### config.mk
export PLATFORM = sky130hd
export DESIGN_NAME = aqalu_vector_sequencer
export DESIGN_NICKNAME = d
export VERILOG_FILES = /design/src/rtl/aqalu_vector_sequencer.sv
export SDC_FILE = /design/constraint.sdc
export NUM_CORES = 1
export LEC_CHECK = 0
export ABC_CLOCK_PERIOD_IN_PS = 4450
export CORE_ASPECT_RATIO = 2
export CORE_UTILIZATION = 50
export CTS_CLUSTER_SIZE = 40
export DETAILED_ROUTE_END_ITERATION = 8
export PLACE_DENSITY = 0.7
export REMOVE_ABC_BUFFERS = 1
export SYNTH_ARGS = -nofsm -noshare
export SYNTH_HDL_FRONTEND = slang
export SYNTH_SLANG_ARGS = --single-unit
### constraint.sdc
create_clock -name clock -period 4.45 [get_ports clock]
set_input_delay 0.445 -clock clock [delete_from_list [all_inputs] [get_ports clock]]
set_output_delay 0.445 -clock clock [all_outputs]
set_load 0.02 [all_outputs]
### src/rtl/aqalu_vector_sequencer.sv
// aqalu_vector_sequencer
// Stores a small table of AQALU test vectors, drives each one onto the ALU
// inputs, waits a fixed settle time and compares the ALU result against the
// stored expected value. Pass/fail/skip counters saturate; the most recent
// mismatch is captured for inspection.
// Optional build macro: STOP_ON_FAIL_EN -- when defined, the first mismatch
// ends the run immediately.
module aqalu_vector_sequencer #(
    parameter int DEPTH  = 16,
    parameter int ADDR_W = 4,
    parameter int SETTLE = 1,
    parameter int CNT_W  = 8
) (
    input  logic              clock,
    input  logic              reset,
    input  logic              load_we,
    input  logic [ADDR_W-1:0] load_addr,
    input  logic [15:0]       load_data,
    input  logic [ADDR_W:0]   vec_count,
    input  logic              start,
    output logic              busy,
    output logic              done,
    output logic [1:0]        alu_a,
    output logic [1:0]        alu_b,
    output logic [3:0]        alu_opcode,
    input  logic [7:0]        alu_result,
    output logic [CNT_W-1:0]  pass_count,
    output logic [CNT_W-1:0]  fail_count,
    output logic [CNT_W-1:0]  skip_count,
    output logic              mismatch_valid,
    output logic [ADDR_W-1:0] mismatch_index,
    output logic [7:0]        mismatch_expected,
    output logic [7:0]        mismatch_actual
);

    typedef enum logic [2:0] {
        ST_IDLE  = 3'd0,
        ST_DRIVE = 3'd1,
        ST_WAIT  = 3'd2,
        ST_CHECK = 3'd3,
        ST_DONE  = 3'd4
    } state_t;

    localparam int WAIT_W = (SETTLE > 1) ? $clog2(SETTLE) : 1;
    localparam logic [WAIT_W-1:0] WAIT_LAST = WAIT_W'(SETTLE - 1);
    localparam logic [WAIT_W-1:0] WAIT_ONE  = WAIT_W'(1);
    localparam logic [ADDR_W:0]   DEPTH_C   = (ADDR_W+1)'(DEPTH);
    localparam logic [ADDR_W:0]   IDX_ONE   = (ADDR_W+1)'(1);
    localparam logic [3:0]        SKIP_OP   = 4'd14;

    // Saturating increment: counters stick at all-ones instead of wrapping.
    function automatic logic [CNT_W-1:0] sat_inc(input logic [CNT_W-1:0] v);
        if (&v) begin
            sat_inc = v;
        end else begin
            sat_inc = v + CNT_W'(1);
        end
    endfunction

    logic [15:0] table_q [DEPTH];

    state_t            state_q, state_d;
    logic [ADDR_W:0]   idx_q, idx_d;
    logic [ADDR_W:0]   cnt_q, cnt_d;
    logic [WAIT_W-1:0] wait_q, wait_d;
    logic [7:0]        exp_q, exp_d;
    logic [1:0]        a_q, a_d, b_q, b_d;
    logic [3:0]        op_q, op_d;
    logic [CNT_W-1:0]  pass_q, pass_d, fail_q, fail_d, skip_q, skip_d;
    logic              mv_q, mv_d;
    logic [ADDR_W-1:0] mi_q, mi_d;
    logic [7:0]        me_q, me_d, ma_q, ma_d;
    logic              busy_q, busy_d, done_q, done_d;

    logic              idle_s;
    logic [15:0]       entry_s;
    logic [ADDR_W:0]   clamp_s;
    logic [ADDR_W:0]   idx_inc_s;
    logic              mismatch_s;

    assign idle_s = (state_q == ST_IDLE) || (state_q == ST_DONE);

    // Table write port; writes are only accepted while no run is in progress.
    always_ff @(posedge clock) begin
        if (load_we && idle_s && !reset) begin
            table_q[load_addr] <= load_data;
        end
    end

    // Next-state and datapath decode for the sequencer FSM.
    always_comb begin
        state_d    = state_q;
        idx_d      = idx_q;
        cnt_d      = cnt_q;
        wait_d     = wait_q;
        exp_d      = exp_q;
        a_d        = a_q;
        b_d        = b_q;
        op_d       = op_q;
        pass_d     = pass_q;
        fail_d     = fail_q;
        skip_d     = skip_q;
        mv_d       = mv_q;
        mi_d       = mi_q;
        me_d       = me_q;
        ma_d       = ma_q;
        entry_s    = table_q[idx_q[ADDR_W-1:0]];
        clamp_s    = (vec_count > DEPTH_C) ? DEPTH_C : vec_count;
        idx_inc_s  = idx_q + IDX_ONE;
        mismatch_s = (op_q < SKIP_OP) && (alu_result != exp_q);

        case (state_q)
            ST_IDLE, ST_DONE: begin
                if (start) begin
                    cnt_d  = clamp_s;
                    idx_d  = '0;
                    pass_d = '0;
                    fail_d = '0;
                    skip_d = '0;
                    mv_d   = 1'b0;
                    mi_d   = '0;
                    me_d   = 8'd0;
                    ma_d   = 8'd0;
                    if (clamp_s == '0) begin
                        state_d = ST_DONE;
                    end else begin
                        state_d = ST_DRIVE;
                    end
                end else begin
                    state_d = state_q;
                end
            end
            ST_DRIVE: begin
                a_d     = entry_s[15:14];
                b_d     = entry_s[13:12];
                op_d    = entry_s[11:8];
                exp_d   = entry_s[7:0];
                wait_d  = '0;
                state_d = ST_WAIT;
            end
            ST_WAIT: begin
                if (wait_q == WAIT_LAST) begin
                    state_d = ST_CHECK;
                end else begin
                    wait_d = wait_q + WAIT_ONE;
                end
            end
            ST_CHECK: begin
                if (op_q >= SKIP_OP) begin
                    skip_d = sat_inc(skip_q);
                end else if (!mismatch_s) begin
                    pass_d = sat_inc(pass_q);
                end else begin
                    fail_d = sat_inc(fail_q);
                    mv_d   = 1'b1;
                    mi_d   = idx_q[ADDR_W-1:0];
                    me_d   = exp_q;
                    ma_d   = alu_result;
                end
                idx_d = idx_inc_s;
`ifdef STOP_ON_FAIL_EN
                if ((idx_inc_s == cnt_q) || mismatch_s) begin
                    state_d = ST_DONE;
                end else begin
                    state_d = ST_DRIVE;
                end
`else
                if (idx_inc_s == cnt_q) begin
                    state_d = ST_DONE;
                end else begin
                    state_d = ST_DRIVE;
                end
`endif
            end
            default: begin
                state_d = ST_IDLE;
            end
        endcase

        busy_d = (state_d == ST_DRIVE) || (state_d == ST_WAIT) || (state_d == ST_CHECK);
        done_d = (state_d == ST_DONE);
    end

    // State and output registers with synchronous reset.
    always_ff @(posedge clock) begin
        if (reset) begin
            state_q <= ST_IDLE;
            idx_q   <= '0;
            cnt_q   <= '0;
            wait_q  <= '0;
            exp_q   <= 8'd0;
            a_q     <= 2'd0;
            b_q     <= 2'd0;
            op_q    <= 4'd0;
            pass_q  <= '0;
            fail_q  <= '0;
            skip_q  <= '0;
            mv_q    <= 1'b0;
            mi_q    <= '0;
            me_q    <= 8'd0;
            ma_q    <= 8'd0;
            busy_q  <= 1'b0;
            done_q  <= 1'b0;
        end else begin
            state_q <= state_d;
            idx_q   <= idx_d;
            cnt_q   <= cnt_d;
            wait_q  <= wait_d;
            exp_q   <= exp_d;
            a_q     <= a_d;
            b_q     <= b_d;
            op_q    <= op_d;
            pass_q  <= pass_d;
            fail_q  <= fail_d;
            skip_q  <= skip_d;
            mv_q    <= mv_d;
            mi_q    <= mi_d;
            me_q    <= me_d;
            ma_q    <= ma_d;
            busy_q  <= busy_d;
            done_q  <= done_d;
        end
    end

    assign busy              = busy_q;
    assign done              = done_q;
    assign alu_a             = a_q;
    assign alu_b             = b_q;
    assign alu_opcode        = op_q;
    assign pass_count        = pass_q;
    assign fail_count        = fail_q;
    assign skip_count        = skip_q;
    assign mismatch_valid    = mv_q;
    assign mismatch_index    = mi_q;
    assign mismatch_expected = me_q;
    assign mismatch_actual   = ma_q;

endmodule

---- After elaboration in Yosys (flattened, before gate mapping) ----
Memories as Yosys holds them, arrays and structs flattened. A register that Yosys moved wholly into a read port is not among the register bits.
Index checks and enable logic that the tools add are counted.
W data, S select, Z words.
cells by class
  $add $sub $neg .......................... 5
  multipliers ............................. 0
  divide/modulo/power cells ............... 0
  order comparisons ....................... 3
  equality and inequality tests ........... 18
  shifts and indexed selects .............. 0
  multiplexer cells ....................... 38
  bitwise logic cells ..................... 0
  reductions and logical operators ........ 21
operator list
  kind                   number
  $mux W8                13
  $pmux W8 S2            5
  $add A8 B1 Y8 const B  3
  $reduce_and A8 Y1      3
  $ne A2 B2 Y1 const B   8
  $eq A3 B2 Y1 const B   4
  $mux W3                4
  $mux W4                3
  $pmux W3 S4            1
  $mux W5                2
  $pmux W5 S2            1
  $reduce_and A5 Y1      2
  $ne A8 B8 Y1           1
  $pmux W4 S2            1
  $reduce_and A4 Y1      2
  $eq A3 B1 Y1 const B   2
  $eq A3 B3 Y1 const B   2
  $mux W1                6
  $add A5 B1 Y5 const B  1
  $eq A5 B5 Y1           1
  $gt A5 B5 Y1 const B   1
  $logic_not A5 Y1       1
  $ge A4 B4 Y1 const B   1
  $lt A4 B4 Y1 const B   1
  other kinds (9)        16
word-level totals
  register bits after elaboration ......... 61
  bits in latches ......................... 0
  memory bits (writable) .................. 256
  memory bits (read-only) ................. 0
  bits of input ports ..................... 37
  output and inout port bits .............. 55
  logic and storage cells ................. 99
  memories kept ........................... 1
memories
  name     depth  width  rd ports  clocked after memory_dff  wr ports  RTL line  RTL
  table_q  16     16     1         1                         1         60        logic [15:0] table_q [DEPTH];

---- Logic depth before layout (Yosys ltp) ----
  word-level depth ........................ 9
  depth in mapped cells ................... 8
  gate-level depth less buffers ........... 6

---- Worst setup path before layout ----
No wires, ideal clock.
  kind .................................... in2reg
  from .................................... input port reset
  to ...................................... memory table_q[0][0], enable pin
  library setup time ...................... 0.409 ns
  data arrival time ....................... 2.434 ns
  required time ........................... 4.041 ns
  path slack .............................. 1.606 ns
  stages .................................. 5
  path buffers ............................ 1
  cells stage by stage .................... clkbuf_1 -> nor4b_1 -> nor2b_1 -> nand2b_1 -> nor3_1
between the ends
  longest elaborated chain between the ends .. 4
ends and longest elaborated chain
  element                        RTL line  RTL
  from (decl)                    15        input logic reset,
  $logic_not A1 Y1               85        if (load_we && idle_s && !reset) begin
  $logic_and A1 B1 Y1            85
  $mux W1                        85
  $mux W1 (implied by the code)  86        table_q[load_addr] <= load_data;
  to (decl)                      60
No other way between the ends.

---- Worst setup path in the final report ----
  from .................................... register state_q[1]
  to ...................................... memory table_q[5][13], enable pin
between the ends
  longest elaborated chain between the ends .. 6
  elaborated cells on any way between the ends .. 7
  those cells by class .................... eq/ne (1); mux (2); reduce/logical (4)
ends and longest elaborated chain
  element                                           RTL line  RTL
  from (decl)                                       62        state_t state_q, state_d;
  from (signal assigned)                            205       state_q <= state_d;
  $eq A3 B3 Y1 or $logic_not A3 Y1 (tied branches)  81        assign idle_s = (state_q == ST_IDLE) || (state_q == ST_DONE);
  $logic_or A1 B1 Y1 *                              81
  $logic_and A1 B1 Y1 * (2 in series)               85
  $mux W1 *                                         85
  $mux W1 (implied by the code) *                   86
Every way passes the cells marked *; elsewhere a longest branch is shown, timed or not.

==> impl_metrics.csv <==
group,metric,value,unit
critical_path,reg2reg_depth,4,
layout,seq_area,9220,um2
hold_path,min_from,"cnt_q[0]",
synth,yosys-top-cells-area,"edfxtp_1, dfxtp_1, mux4_2",
critical_path,start_kind,"register",
critical_path,rrSetupSlack,1.31,ns
synth,synth_edf_count,256,
sta,timing.fmax,319,MHz
cts,post_cts_resized,0,
critical_path,r2r-end,"table_q[5][13]",
detailed_routing,drc,0,
synth,syn_inst,768,
sta,layout_min_cycle_time,3.14,ns
sta,hold_violations,0,
layout,num_antenna_cells,0,
sta,period_share,0.705,
critical_path,worst_setup_path_end_kind,"register",
hold_path,holdPathStages,2,
critical_path,r2r-start,"state_q[1]",
global_routing,grt_max_degree,52,
floorplan,fp-row-count,83,
synth,synth_common_cells,"edfxtp_1, dfxtp_1, mux4_2",
sta,worstMarginPinSlew,1.23,ns
layout,fin_nets,911,
detailed_routing,top_layer_used,"met4",
sta,rsz0062_at_grt,"false",
detailed_routing,vias,7211,
detailed_routing,drtPass1Iterations,5,
synth,synth.distinct_cells,58,
floorplan,dieArea,26700,um2
synth,synthArstFlopShare,0,
sta,finalClockSkew,0.0120,ns
detailed_routing,vias_per_cell,5.85,
pwr,vdd_drop_max,0.000256,V
synth,synth-compound-area-share,0.0554,
pwr,p_clk_frac,0.393,
detailed_routing,wl,28600,um
floorplan,start_util,0.507,
synth,synthAdderAreaFrac,0.00385,
detailed_routing,wl_per_cell,23.2,um
outcome,run_status,"finished, final reports clean",
layout,multi_input_area,3610,um2
cts,cts_tree,"done",
critical_path,critical_path_class,"register to register",
floorplan,die_h,230,um
synth,synth_top_family_by_area,"multiplexers",
floorplan,coreArea,25700,um2
floorplan,die_x,116,um
layout,post_route_cells_drive_above_1_share,0.183,
detailed_routing,wl_met3,1200,um
pwr,power.leakage,4.76,nW
hold_path,hp-class,"register to register",
detailed_routing,dr_wl_met2,16200,um
sta,setup_ws,1.31,ns
synth,synth-xor-area-share,0.0128,
synth,synth-seq-area-share,0.708,
detailed_routing,first_iter_violations,505,
cts,cts_root_buf,"clkbuf_16",
synth,syn_area_per_cell,16.9,um2
critical_path,path_max_fanout,16,
synth,synth-seq-cells,332,
placed_design,place.gp.congestion,0.847,
synth,yosys.area_share.simple,0.0628,
synth,synth_most_common_cell,"edfxtp_1",
cts,postCtsSetupBuffers,0,
cts,clk_path_buf_depth,3,
job,cap_viol_max_count,0,
pwr,combinationalPowerShare,0.058,
placed_design,dp_hpwl,18700,um
cts,clock_sinks,332,
pwr,p_sw,0.00136,W
synth,synth_flop_cell,"edfxtp_1",
cts,numCtsBuffers,29,
sta,setup_viol,0,
placed_design,port_buffers,91,
floorplan,ios,92,
pwr,power.density,408,nW/um2
synth,ys.warnings.count,0,
cts,cts_max_level,1,
sta,hold-worst-slack,0.470,ns
sta,tns,0,ns
hold_path,min_to,"cnt_q[0]",
placed_design,pre_cts_slack,1.16,ns
synth,mappedNetlistArea,13000,um2
global_routing,antenna_found_initial,0,
global_routing,grt_pass1_vias,7656,
global_routing,grt.overflow.total,0,
cts,clock_latency,0.55,ns
detailed_routing,final_antenna_net_count,0,
sta,slew_viol_final,0,
pwr,switching_share,0.217,
cts,path_clk_slew,0.07,ns
critical_path,crit_required,4.61,ns
synth,synth.largest_area_cell,"edfxtp_1",
pwr,p_int,0.00490,W
layout,fillers,1934,
cts,hold_buffers,0,
pwr,p_seq_frac,0.549,
synth,synth_top_area_frac,0.591,
global_routing,grt_usage,0.224,
critical_path,crit_arrival,3.30,ns
detailed_routing,wl_met1,9820,um
global_routing,grt_pass1_wl,43200,um
layout,synthToLayoutAreaGrowth,17.8,%
sta,relSlewSlack,0.182,
synth,synthMuxAreaShare,0.139,
sequential cells by signal, summed over array words and instances, names as in the netlist, 8 cells and up:
signal             count
pass_count             8
skip_count             8
mismatch_actual        8
exp_q                  8
table_q              256
fail_count             8
mismatch_expected      8
critical path, stage by stage (launching register included):
cell	delay [ns]
dfxtp_1	0.45
nor4b_1	0.85
nor2b_1	0.28
nand2_1	0.18
nor2_2	0.97
worst max-delay path by stage:
| stage | start | endpoint | slack [ns] | cells past startpoint |
|---|---|---|---|---|
| final | state_q[1] | table_q[5][13] | 1.31 | 4 |
| after global routing | state_q[1] | table_q[5][10] | 1.22 | 4 |
| after CTS | state_q[1] | table_q[5][6] | 1.43 | 4 |
| after detailed placement | load_we | table_q[5][7] | 1.16 | 5 |
| after global placement | reset | table_q[5][7] | 1.24 | 5 |
| after floorplan | idx_q[0] | busy | 0.08 | 5 |
power by group through the flow:
stage               logic (W)  registers, W  clock network [W]
floorplan            0.000172       0.00350                  0
finish               0.000365       0.00343            0.00246
global placement     0.000359       0.00350                  0
detailed placement   0.000365       0.00350                  0
global route         0.000395       0.00343            0.00260
CTS                  0.000368       0.00343            0.00249
layout make-up:
type,count,share of cell area
flip-flops and latches,332,0.602
multi-input cells,388,0.236
repair buffers,113,0.0727
clock buffers,38,0.0515
well taps,340,0.0278
clock inverters,15,0.00907
inverters,6,0.00147
per-layer routing:
metal  global-route usage  vias up
met5                    0        -
met4                0.115        0
met3               0.0248       77
met2                0.428      205
met1                0.231     3682
li1                     -     3247
cells by family (layout without fill, tap and decap cells):
family	Yosys count	count (layout)
mux	100	100
xor+xnor	19	19
flops	332	332
fa+ha+maj	4	4
compound gates	113	113
buf+inv	48	172
simple gates	152	152
placed cells by master (no fill, tap or decap), types with 4 or more instances in the layout:
master	count
edfxtp_1	256
clkdlybuf4s50_1	91
dfxtp_1	73
mux4_2	64
a21oi_1	40
nor2_1	38
mux2i_1	36
o21ai_0	30
clkbuf_16	29
nand2_1	24
a22o_1	20
buf_4	19
nand3_1	13
nor2_2	12
xor2_1	12
or3_1	11
nand3b_1	7
xnor2_1	7
inv_1	6
clkbuf_1	6
nor3_1	5
nand2b_1	4
nor3_2	4
nand4_1	4
or4_1	4
ha_1	4
clkinvlp_4	4
through the flow:
step	cell area (um2)	utilization	instances	total power [W]
final	15300	0.597	1232	0.00625
after global routing	15300	0.597	1232	0.00643
after CTS	15300	0.597	1232	0.00629
after detailed placement	14400	0.561	1179	0.00386
after global placement	14400	0.561	1179	0.00386
after floorplan	12800	-	726	0.00368
(Power assumes the default switching activity.)
